==> src/rtl/divn_pkg.sv <==
// divn_pkg: shared types and constants for the programmable clock-enable
// divider (divide_by_n_fsm) and its divisor load buffer.
//   statetype   - run/stop FSM state encoding
//   MODE_*      - values of the divider's mode input
//   PCNT_W      - width of the optional completed-period counter
package divn_pkg;

  typedef enum logic {
    IDLE = 1'b0,
    RUN  = 1'b1
  } statetype;

  localparam logic MODE_PULSE  = 1'b0;
  localparam logic MODE_SQUARE = 1'b1;

  localparam int PCNT_W = 16;

endpackage

==> src/rtl/divn_load_buf.sv <==
// divn_load_buf: one-entry holding register for a divisor accepted while the
// divider is mid-period. The top decides when a value is captured here and
// when it is applied; this block only holds it and derives load_ready.
// Ports:
//   clk, reset_n  - clock and synchronous active-low reset
//   capture       - store div_in as the pending divisor
//   apply         - pending divisor has been consumed by the top
//   div_in        - divisor presented by the load source
//   pend_div      - held divisor
//   pend_valid    - pend_div holds an unapplied value
//   load_ready    - a new divisor can be accepted this cycle
module divn_load_buf
  import divn_pkg::*;
#(
  parameter int WIDTH = 8
) (
  input  logic             clk,
  input  logic             reset_n,
  input  logic             capture,
  input  logic             apply,
  input  logic [WIDTH-1:0] div_in,
  output logic [WIDTH-1:0] pend_div,
  output logic             pend_valid,
  output logic             load_ready
);

  // Apply has priority: capture is only raised while the buffer is empty,
  // so the two never need to happen on the same edge.
  always_ff @(posedge clk) begin
    if (!reset_n) begin
      pend_div   <= '0;
      pend_valid <= 1'b0;
    end else if (apply) begin
      pend_valid <= 1'b0;
    end else if (capture) begin
      pend_div   <= div_in;
      pend_valid <= 1'b1;
    end
  end

  assign load_ready = !pend_valid;

endmodule

==> src/rtl/divide_by_n_fsm.sv <==
// divide_by_n_fsm: programmable integer clock-enable divider.
// Produces a one-cycle tick at the start of each period of div_eff cycles
// and a divided output q in pulse or square form. New divisors arrive over a
// valid/ready handshake and only take effect at period boundaries.
// Ports:
//   clk, reset_n  - clock and synchronous active-low reset
//   en            - 1 = run, 0 = stop (partial period discarded)
//   mode          - 0 = pulse (q = tick), 1 = square
//   div_in        - new divisor; 0 and 1 both mean divide-by-1
//   load_valid    - div_in is valid
//   load_ready    - divisor can be accepted this cycle
//   q             - divided output
//   tick          - strobe on the first cycle of every period
//   period_cnt    - completed periods, wrapping (only with DIVN_PERIOD_CNT_EN)
// Build option: define DIVN_PERIOD_CNT_EN to add the period_cnt output.
module divide_by_n_fsm
  import divn_pkg::*;
#(
  parameter int WIDTH       = 8,
  parameter int DEFAULT_DIV = 3
) (
  input  logic             clk,
  input  logic             reset_n,
  input  logic             en,
  input  logic             mode,
  input  logic [WIDTH-1:0] div_in,
  input  logic             load_valid,
  output logic             load_ready,
  output logic             q,
  output logic             tick
`ifdef DIVN_PERIOD_CNT_EN
  ,
  output logic [PCNT_W-1:0] period_cnt
`endif
);

  statetype         state;
  logic [WIDTH-1:0] cnt;
  logic [WIDTH-1:0] div_reg;
  logic [WIDTH-1:0] div_eff;
  logic [WIDTH-1:0] pend_div;
  logic             pend_valid;
  logic [WIDTH:0]   hi;
  logic             wrap;
  logic             xfer;
  logic             capture;
  logic             apply;

  assign div_eff = (div_reg < WIDTH'(2)) ? WIDTH'(1) : div_reg;

  // wrap marks the edge that ends a period while running.
  assign wrap = (state == RUN) && en && (cnt == (div_eff - WIDTH'(1)));
  assign xfer = load_valid && load_ready;

  // Only a mid-period load is parked; loads on a boundary edge (wrap or
  // stop) go straight into div_reg so load_ready never drops for them.
  assign capture = xfer && (state == RUN) && en && !wrap;
  assign apply   = pend_valid && (state == RUN) && (wrap || !en);

  divn_load_buf #(
    .WIDTH(WIDTH)
  ) u_load_buf (
    .clk       (clk),
    .reset_n   (reset_n),
    .capture   (capture),
    .apply     (apply),
    .div_in    (div_in),
    .pend_div  (pend_div),
    .pend_valid(pend_valid),
    .load_ready(load_ready)
  );

  // Run/stop FSM with the phase counter and active divisor. div_reg only
  // changes in IDLE or on a period boundary, so cnt never exceeds
  // div_eff-1 and no truncated or stretched period is emitted.
  always_ff @(posedge clk) begin
    if (!reset_n) begin
      state   <= IDLE;
      cnt     <= '0;
      div_reg <= WIDTH'(DEFAULT_DIV);
    end else begin
      case (state)
        IDLE: begin
          if (xfer) div_reg <= div_in;
          if (en) begin
            state <= RUN;
            cnt   <= '0;
          end
        end
        RUN: begin
          if (!en || wrap) begin
            cnt <= '0;
            if (!en) state <= IDLE;
            if (pend_valid)  div_reg <= pend_div;
            else if (xfer)   div_reg <= div_in;
          end else begin
            cnt <= cnt + WIDTH'(1);
          end
        end
        default: begin
          state <= IDLE;
          cnt   <= '0;
        end
      endcase
    end
  end

  // Square high time rounds up, so odd divisors are high one extra cycle.
  // Computed one bit wider so div_eff = 2**WIDTH-1 cannot overflow.
  assign hi = ({1'b0, div_eff} + (WIDTH + 1)'(1)) >> 1;

  assign tick = (state == RUN) && (cnt == '0);
  assign q    = (mode == MODE_SQUARE) ? ((state == RUN) && ({1'b0, cnt} < hi))
                                      : tick;

`ifdef DIVN_PERIOD_CNT_EN
  // Counts completed periods; holds while stopped.
  always_ff @(posedge clk) begin
    if (!reset_n)  period_cnt <= '0;
    else if (wrap) period_cnt <= period_cnt + PCNT_W'(1);
  end
`endif

endmodule

==> config.mk <==
export PLATFORM = sky130hd
export DESIGN_NAME = divide_by_n_fsm
export DESIGN_NICKNAME = d
export VERILOG_FILES = /design/src/rtl/divn_pkg.sv /design/src/rtl/divn_load_buf.sv /design/src/rtl/divide_by_n_fsm.sv
export SDC_FILE = /design/constraint.sdc
export NUM_CORES = 1
export LEC_CHECK = 0
export BUFFER_PORTS_ARGS = -buffer_cell sky130_fd_sc_hd__clkbuf_2
export CELL_PAD_IN_SITES_DETAIL_PLACEMENT = 1
export CELL_PAD_IN_SITES_GLOBAL_PLACEMENT = 1
export CORE_ASPECT_RATIO = 2
export CORE_MARGIN = 4
export CORE_UTILIZATION = 44
export DETAILED_ROUTE_END_ITERATION = 6
export GPL_TIMING_DRIVEN = 1
export PLACE_DENSITY_LB_ADDON = 0.1
export SKIP_CTS_REPAIR_TIMING = 1
export SLEW_MARGIN = 5
export SYNTH_ARGS = -nofsm -noshare
export SYNTH_HDL_FRONTEND = slang
export SYNTH_SLANG_ARGS = --single-unit
==> constraint.sdc <==
create_clock -name clk -period 3.3 [get_ports clk]
set_input_delay 0.165 -clock clk [delete_from_list [all_inputs] [get_ports clk]]
set_output_delay 0.165 -clock clk [all_outputs]
set_load 0.05 [all_outputs]
==> results of run 1 <==
[cells in the mapped netlist, drive strengths merged]
cell	number	area share
a211oi	3	0.012
a21boi	2	0.0078
a21o	2	0.0078
a21oi	11	0.034
a221oi	1	0.0078
a22oi	1	0.0039
a31o	8	0.036
a31oi	3	0.0097
a32o	3	0.016
a32oi	4	0.018
and2	2	0.0078
and3	6	0.019
and3b	1	0.0045
and4	2	0.0091
buf	7	0.021
clkbuf	14	0.027
dfxtp	26	0.27
ha	11	0.071
inv	15	0.029
mux2i	4	0.021
nand2	19	0.037
nand2b	3	0.0097
nand3	17	0.044
nor2	17	0.033
nor2b	7	0.023
nor3	10	0.026
nor4	5	0.016
nor4b	3	0.014
o2111a	1	0.0058
o2111ai	1	0.0045
o211ai	2	0.0078
o21ai	15	0.041
o21bai	1	0.0039
o221a	3	0.017
o31a	2	0.0091
o31ai	1	0.0039
or2	1	0.0032
or3	1	0.0032
or4	2	0.0078
xnor2	7	0.032
xor2	5	0.027
[layer usage]
metal | wire length [µm] | global-route usage | part of all wire
met5 | 0 | 0 | 0
met4 | 139 | 0.0845 | 0.026
met3 | 115 | 0.0236 | 0.022
met2 | 3070 | 0.421 | 0.58
met1 | 1990 | 0.227 | 0.37
[cells by family (layout without fill, tap and decap cells)]
| group | Yosys count | after routing | share of synthesized area |
|---|---|---|---|
| DFF | 26 | 26 | 0.269 |
| xor gates and xnor gates | 12 | 12 | 0.0583 |
| adders and majority gates | 11 | 11 | 0.0712 |
| and+or+nand+nor | 96 | 96 | 0.257 |
| muxes | 4 | 4 | 0.0207 |
| AOI/OAI and AO/OA | 64 | 64 | 0.246 |
| buffers and inverters | 36 | 43 | 0.0777 |
[worst paths after layout]
| kind | slack (ps) | from | endpoint |
|---|---|---|---|
| setup reg to reg | 340 | div_reg[7] | div_reg[7] |
| hold reg to reg | 580 | u_load_buf.pend_div[6] | u_load_buf.pend_div[6] |
| setup / recovery | 270 | div_reg[7] | q |
| hold / removal | 130 | div_in[2] | u_load_buf.pend_div[2] |
[layout make-up]
| cell class | count | area [µm²] |
|---|---|---|
| well taps | 52 | 65.1 |
| repair buffers | 24 | 143 |
| clock inverters | 1 | 30.0 |
| inverters | 15 | 56.3 |
| fillers | 531 | 2030 |
| multi-input cells | 187 | 1280 |
| clock buffers | 3 | 41.3 |
| flip-flops and latches | 26 | 520 |
[stage by stage]
step / power, mW / cell area [µm²] / hold WS (ps)
6_report: 0.783 / 2140 / 126
5_1_grt: 0.827 / 2140 / 130
4_1_cts: 0.791 / 2120 / 120
3_5_place_dp: 0.516 / 2050 / 415
3_3_place_gp: 0.513 / 2050 / 409
2_1_floorplan: 0.467 / 1940 / 310
[where the power goes]
group	total, mW	switching [mW]	internal, mW
Clock	0.272	0.109	0.162
Sequential	0.337	0.0111	0.326
Combinational	0.175	0.105	0.0698
Total	0.783	0.225	0.558
[critical path: stages, from the launching register on]
cell,delay [ps]
dfxtp_1,330
nor4_2,350
a31oi_2,180
inv_1,100
ha_1,180
and3_1,230
nand3_1,110
ha_1,200
or4_1,500
o21ai_1,130
clkbuf_2,290
==> impl_metrics.env, run 1 <==
export IMPL_status="finished clean"
export IMPL_dr_first_iter_drc_count=53
export IMPL_dieHeight_um=102
export IMPL_rsz0062_at_grt="no"
export IMPL_io_pins=16
export IMPL_synth_area_per_cell_um2=7.76
export IMPL_tns_ps=0
export IMPL_ys_warn_count=0
export IMPL_via_per_inst=6.07
export IMPL_end_kind="output pin"
export IMPL_grt_first_pass_wirelength_mm=9.16
export IMPL_peakVddDrop_mv=0.223
export IMPL_gr_total_overflow=0
export IMPL_cts_max_path_buffers=2
export IMPL_fmax_mhz=330
export IMPL_io_buffers=15
export IMPL_setup_viol=0
export IMPL_worstPathArrival_ps=2860
export IMPL_finalWirelength_mm=5.32
export IMPL_p_leak_nw=0.857
export IMPL_syn_nets=273
export IMPL_worstSetupPathType="reg -> out"
export IMPL_startpoint_type="flop"
export IMPL_diodes=0
export IMPL_drcViolationCount=0
export IMPL_gp_congestion=0.955
export IMPL_final_antenna_net_count=0
export IMPL_rows=33
export IMPL_wl_per_cell_um=17.3
export IMPL_dp_slack_ps=325
export IMPL_hold_depth=2
export IMPL_die_w_um=54.9
export IMPL_ys_ff_latch=26
export IMPL_mostFrequentLayoutCells="dfxtp_1 (26), nand2_1 (19), nor2_1 (17), nand3_1 (17)"
export IMPL_period_needed_ps=3030
export IMPL_grt_usage=0.221
export IMPL_yosysSeqAreaShare=0.269
export IMPL_cts_root_buf="clkbuf_8"
export IMPL_dp_cells=304
export IMPL_finalMaxSlewViolations=0
export IMPL_layout_commonest_cell="dfxtp_1"
export IMPL_core_area_mm2=0.00417
export IMPL_cts_sinks=26
export IMPL_cts_buffers=3
export IMPL_stdcell_count=308
export IMPL_die_area_mm2=0.00558
export IMPL_r2r_cells=10
export IMPL_clkTransAtPathRegs_ps=100
export IMPL_fin_skew_ps=4.59
export IMPL_path_max_fanout=3
export IMPL_fin_nets=281
export IMPL_hp_class="in -> reg"
export IMPL_synth_cells=249
export IMPL_final_util=0.512
export IMPL_cts_tree="built"
export IMPL_cts_htree_levels=1
export IMPL_power_density_mw_per_mm2=366
export IMPL_antenna_found_initial=0
export IMPL_drv_cap=0
export IMPL_dr_pass1_iters=4
export IMPL_start_util=0.464
export IMPL_grt_pass1_vias=1983
export IMPL_max_slew_margin=0.570
export IMPL_timing_final_crit_share=0.918
export IMPL_synth_area_mm2=0.00193
export IMPL_hpwl_mm=4.09
export IMPL_vias=1871
export IMPL_critPathRequiredTime_ps=3130
export IMPL_grt_max_degree=25
export IMPL_clk_latency_ps=280
export IMPL_worst_slack_ps=272
export IMPL_synth_distinct_cells=48
export IMPL_drive_gt1_frac=0.180
export IMPL_area_growth_pct=10.6
export IMPL_finalHoldViolCount=0
export IMPL_tightestPinTransition_ps=639
Power figures use the tool's default switching activity.
==> inputs of run 2 (changes only) <==
--- a/config.mk
+++ b/config.mk
@@ -13,7 +13,7 @@
 export CORE_UTILIZATION = 44
 export DETAILED_ROUTE_END_ITERATION = 6
 export GPL_TIMING_DRIVEN = 1
-export PLACE_DENSITY_LB_ADDON = 0.1
+export PLACE_DENSITY = 0.86
 export SKIP_CTS_REPAIR_TIMING = 1
 export SLEW_MARGIN = 5
 export SYNTH_ARGS = -nofsm -noshare
==> run 2 against run 1 <==
Fmax shrank 0.60%. Critical endpoint unchanged. Flip-flop and latch count is the same. Combinational power grew 4%. Setup slack lost 18 ps. Final area grew 0.64%. First-iteration DRC count grew 42%. Clock power grew 2%. Count of clock-buffer cells in the layout is the same. Power grew 2.4%. Clock skew grew 4.9 ps.
==> impl_metrics.env, run 2 (synthesis gave the netlist of run 1 again) <==
export IMPL_fillers=524
export IMPL_cts_htree_levels=1
export IMPL_grt_use_met3=0.0265
export IMPL_clk_latency_ps=290
export IMPL_area_growth_pct=11.3
export IMPL_drv_cap=0
export IMPL_final_antenna_net_count=0
export IMPL_fin_nets=281
export IMPL_critPathRequiredTime_ps=3130
export IMPL_gr_total_overflow=0
export IMPL_antenna_found_initial=0
export IMPL_io_buffers=15
export IMPL_worstPathArrival_ps=2880
export IMPL_drcViolationCount=0
export IMPL_via_per_inst=6.27
export IMPL_clkTransAtPathRegs_ps=100
export IMPL_start_util=0.464
export IMPL_end_kind="output pin"
export IMPL_worstSetupPathType="reg -> out"
export IMPL_finalHoldViolCount=0
export IMPL_path_max_fanout=3
export IMPL_cts_max_path_buffers=2
export IMPL_met1_usage=0.229
export IMPL_dr_first_iter_drc_count=75
export IMPL_die_area_mm2=0.00558
export IMPL_setup_viol=0
export IMPL_grt_usage=0.237
export IMPL_power_density_mw_per_mm2=373
export IMPL_peakVddDrop_mv=0.268
export IMPL_max_slew_margin=0.585
export IMPL_dieHeight_um=102
export IMPL_cts_sinks=26
export IMPL_grt_first_pass_wirelength_mm=9.67
export IMPL_whs_ps=116
export IMPL_timing_final_crit_share=0.923
export IMPL_drive_gt1_frac=0.188
export IMPL_io_pins=16
export IMPL_layout_commonest_cell="dfxtp_1"
export IMPL_fmax_mhz=328
export IMPL_vias=1931
export IMPL_cts_buffers=3
export IMPL_diodes=0
export IMPL_worst_slack_ps=253
export IMPL_p_leak_nw=0.859
export IMPL_grt_busiest_layer="met2"
export IMPL_dr_pass1_iters=4
export IMPL_finalMaxSlewViolations=0
export IMPL_rows=33
export IMPL_status="finished clean"
export IMPL_hpwl_mm=4.35
export IMPL_fin_skew_ps=9.53
export IMPL_startpoint_type="flop"
export IMPL_die_w_um=54.9
export IMPL_gp_congestion=0.909
export IMPL_rsz0062_at_grt="no"
export IMPL_finalWirelength_mm=5.85
export IMPL_grt_pass1_vias=2049
export IMPL_grt_max_degree=25
export IMPL_power_total_uw=802
export IMPL_cts_tree="built"
export IMPL_period_needed_ps=3050
export IMPL_use_met2=0.441
export IMPL_mostFrequentLayoutCells="dfxtp_1 (24), nand2_1 (19), nor2_1 (17), nand3_1 (17), inv_1 (15)"
export IMPL_cts_root_buf="clkbuf_8"
export IMPL_dp_slack_ps=324
export IMPL_tightestPinTransition_ps=616
export IMPL_hp_class="in -> reg"
export IMPL_wl_per_cell_um=19.0
export IMPL_core_area_mm2=0.00417
[run 2: power breakdown]
| group | internal, mW | switching (mW) | total (mW) |
|---|---|---|---|
| clock | 0.163 | 0.115 | 0.278 |
| combinational | 0.0720 | 0.110 | 0.182 |
| sequential | 0.326 | 0.0159 | 0.342 |
| total | 0.561 | 0.241 | 0.802 |
[run 2: worst paths after layout]
path / start / endpoint / cells past startpoint / slack [ps]
worst max-delay path: div_reg[7] / q / 13 / 250
worst min-delay path: div_in[1] / u_load_buf.pend_div[1] / 2 / 120
worst max register to register: div_reg[7] / div_reg[7] / 10 / 410
worst min register to register: div_reg[6] / div_reg[6] / 2 / 560
[run 2: final cells by class]
type                            count  area [µm²]  share of cell area
Multi-Input combinational cell    187        1290               0.600
Sequential cell                    26         523               0.243
Timing Repair Buffer               24         145              0.0675
Tap cell                           52        65.1              0.0303
Inverter                           15        56.3              0.0262
Clock buffer                        3        41.3              0.0192
Clock inverter                      1        30.0              0.0140
[run 2: per-layer routing]
metal  part of all wire  vias to the layer above
met5                  0                        -
met4              0.037                        0
met3              0.029                       17
met2               0.58                       54
met1               0.36                      948
li1                   -                      912
[run 2: metrics by stage]
stage          utilization  instance area, µm²  instances  setup TNS (ps)
2_1_floorplan            -                1940        249               0
3_3_place_gp         0.492                2050        304               0
3_5_place_dp         0.492                2050        304               0
4_1_cts              0.509                2120        308           -16.9
5_1_grt              0.516                2150        308               0
6_report             0.516                2150        308               0
[run 2: critical path, stage by stage, from the launching register on]
cell      delay [ps]
dfxtp_1          360
nor4_4           320
a31oi_2          170
inv_1            100
ha_1             180
xnor2_1           90
ha_1             280
a21boi_0         220
o21ai_0          120
a21boi_0         220
o21ai_1           90
a21oi_1          160
o21ai_1           90
clkbuf_4         210
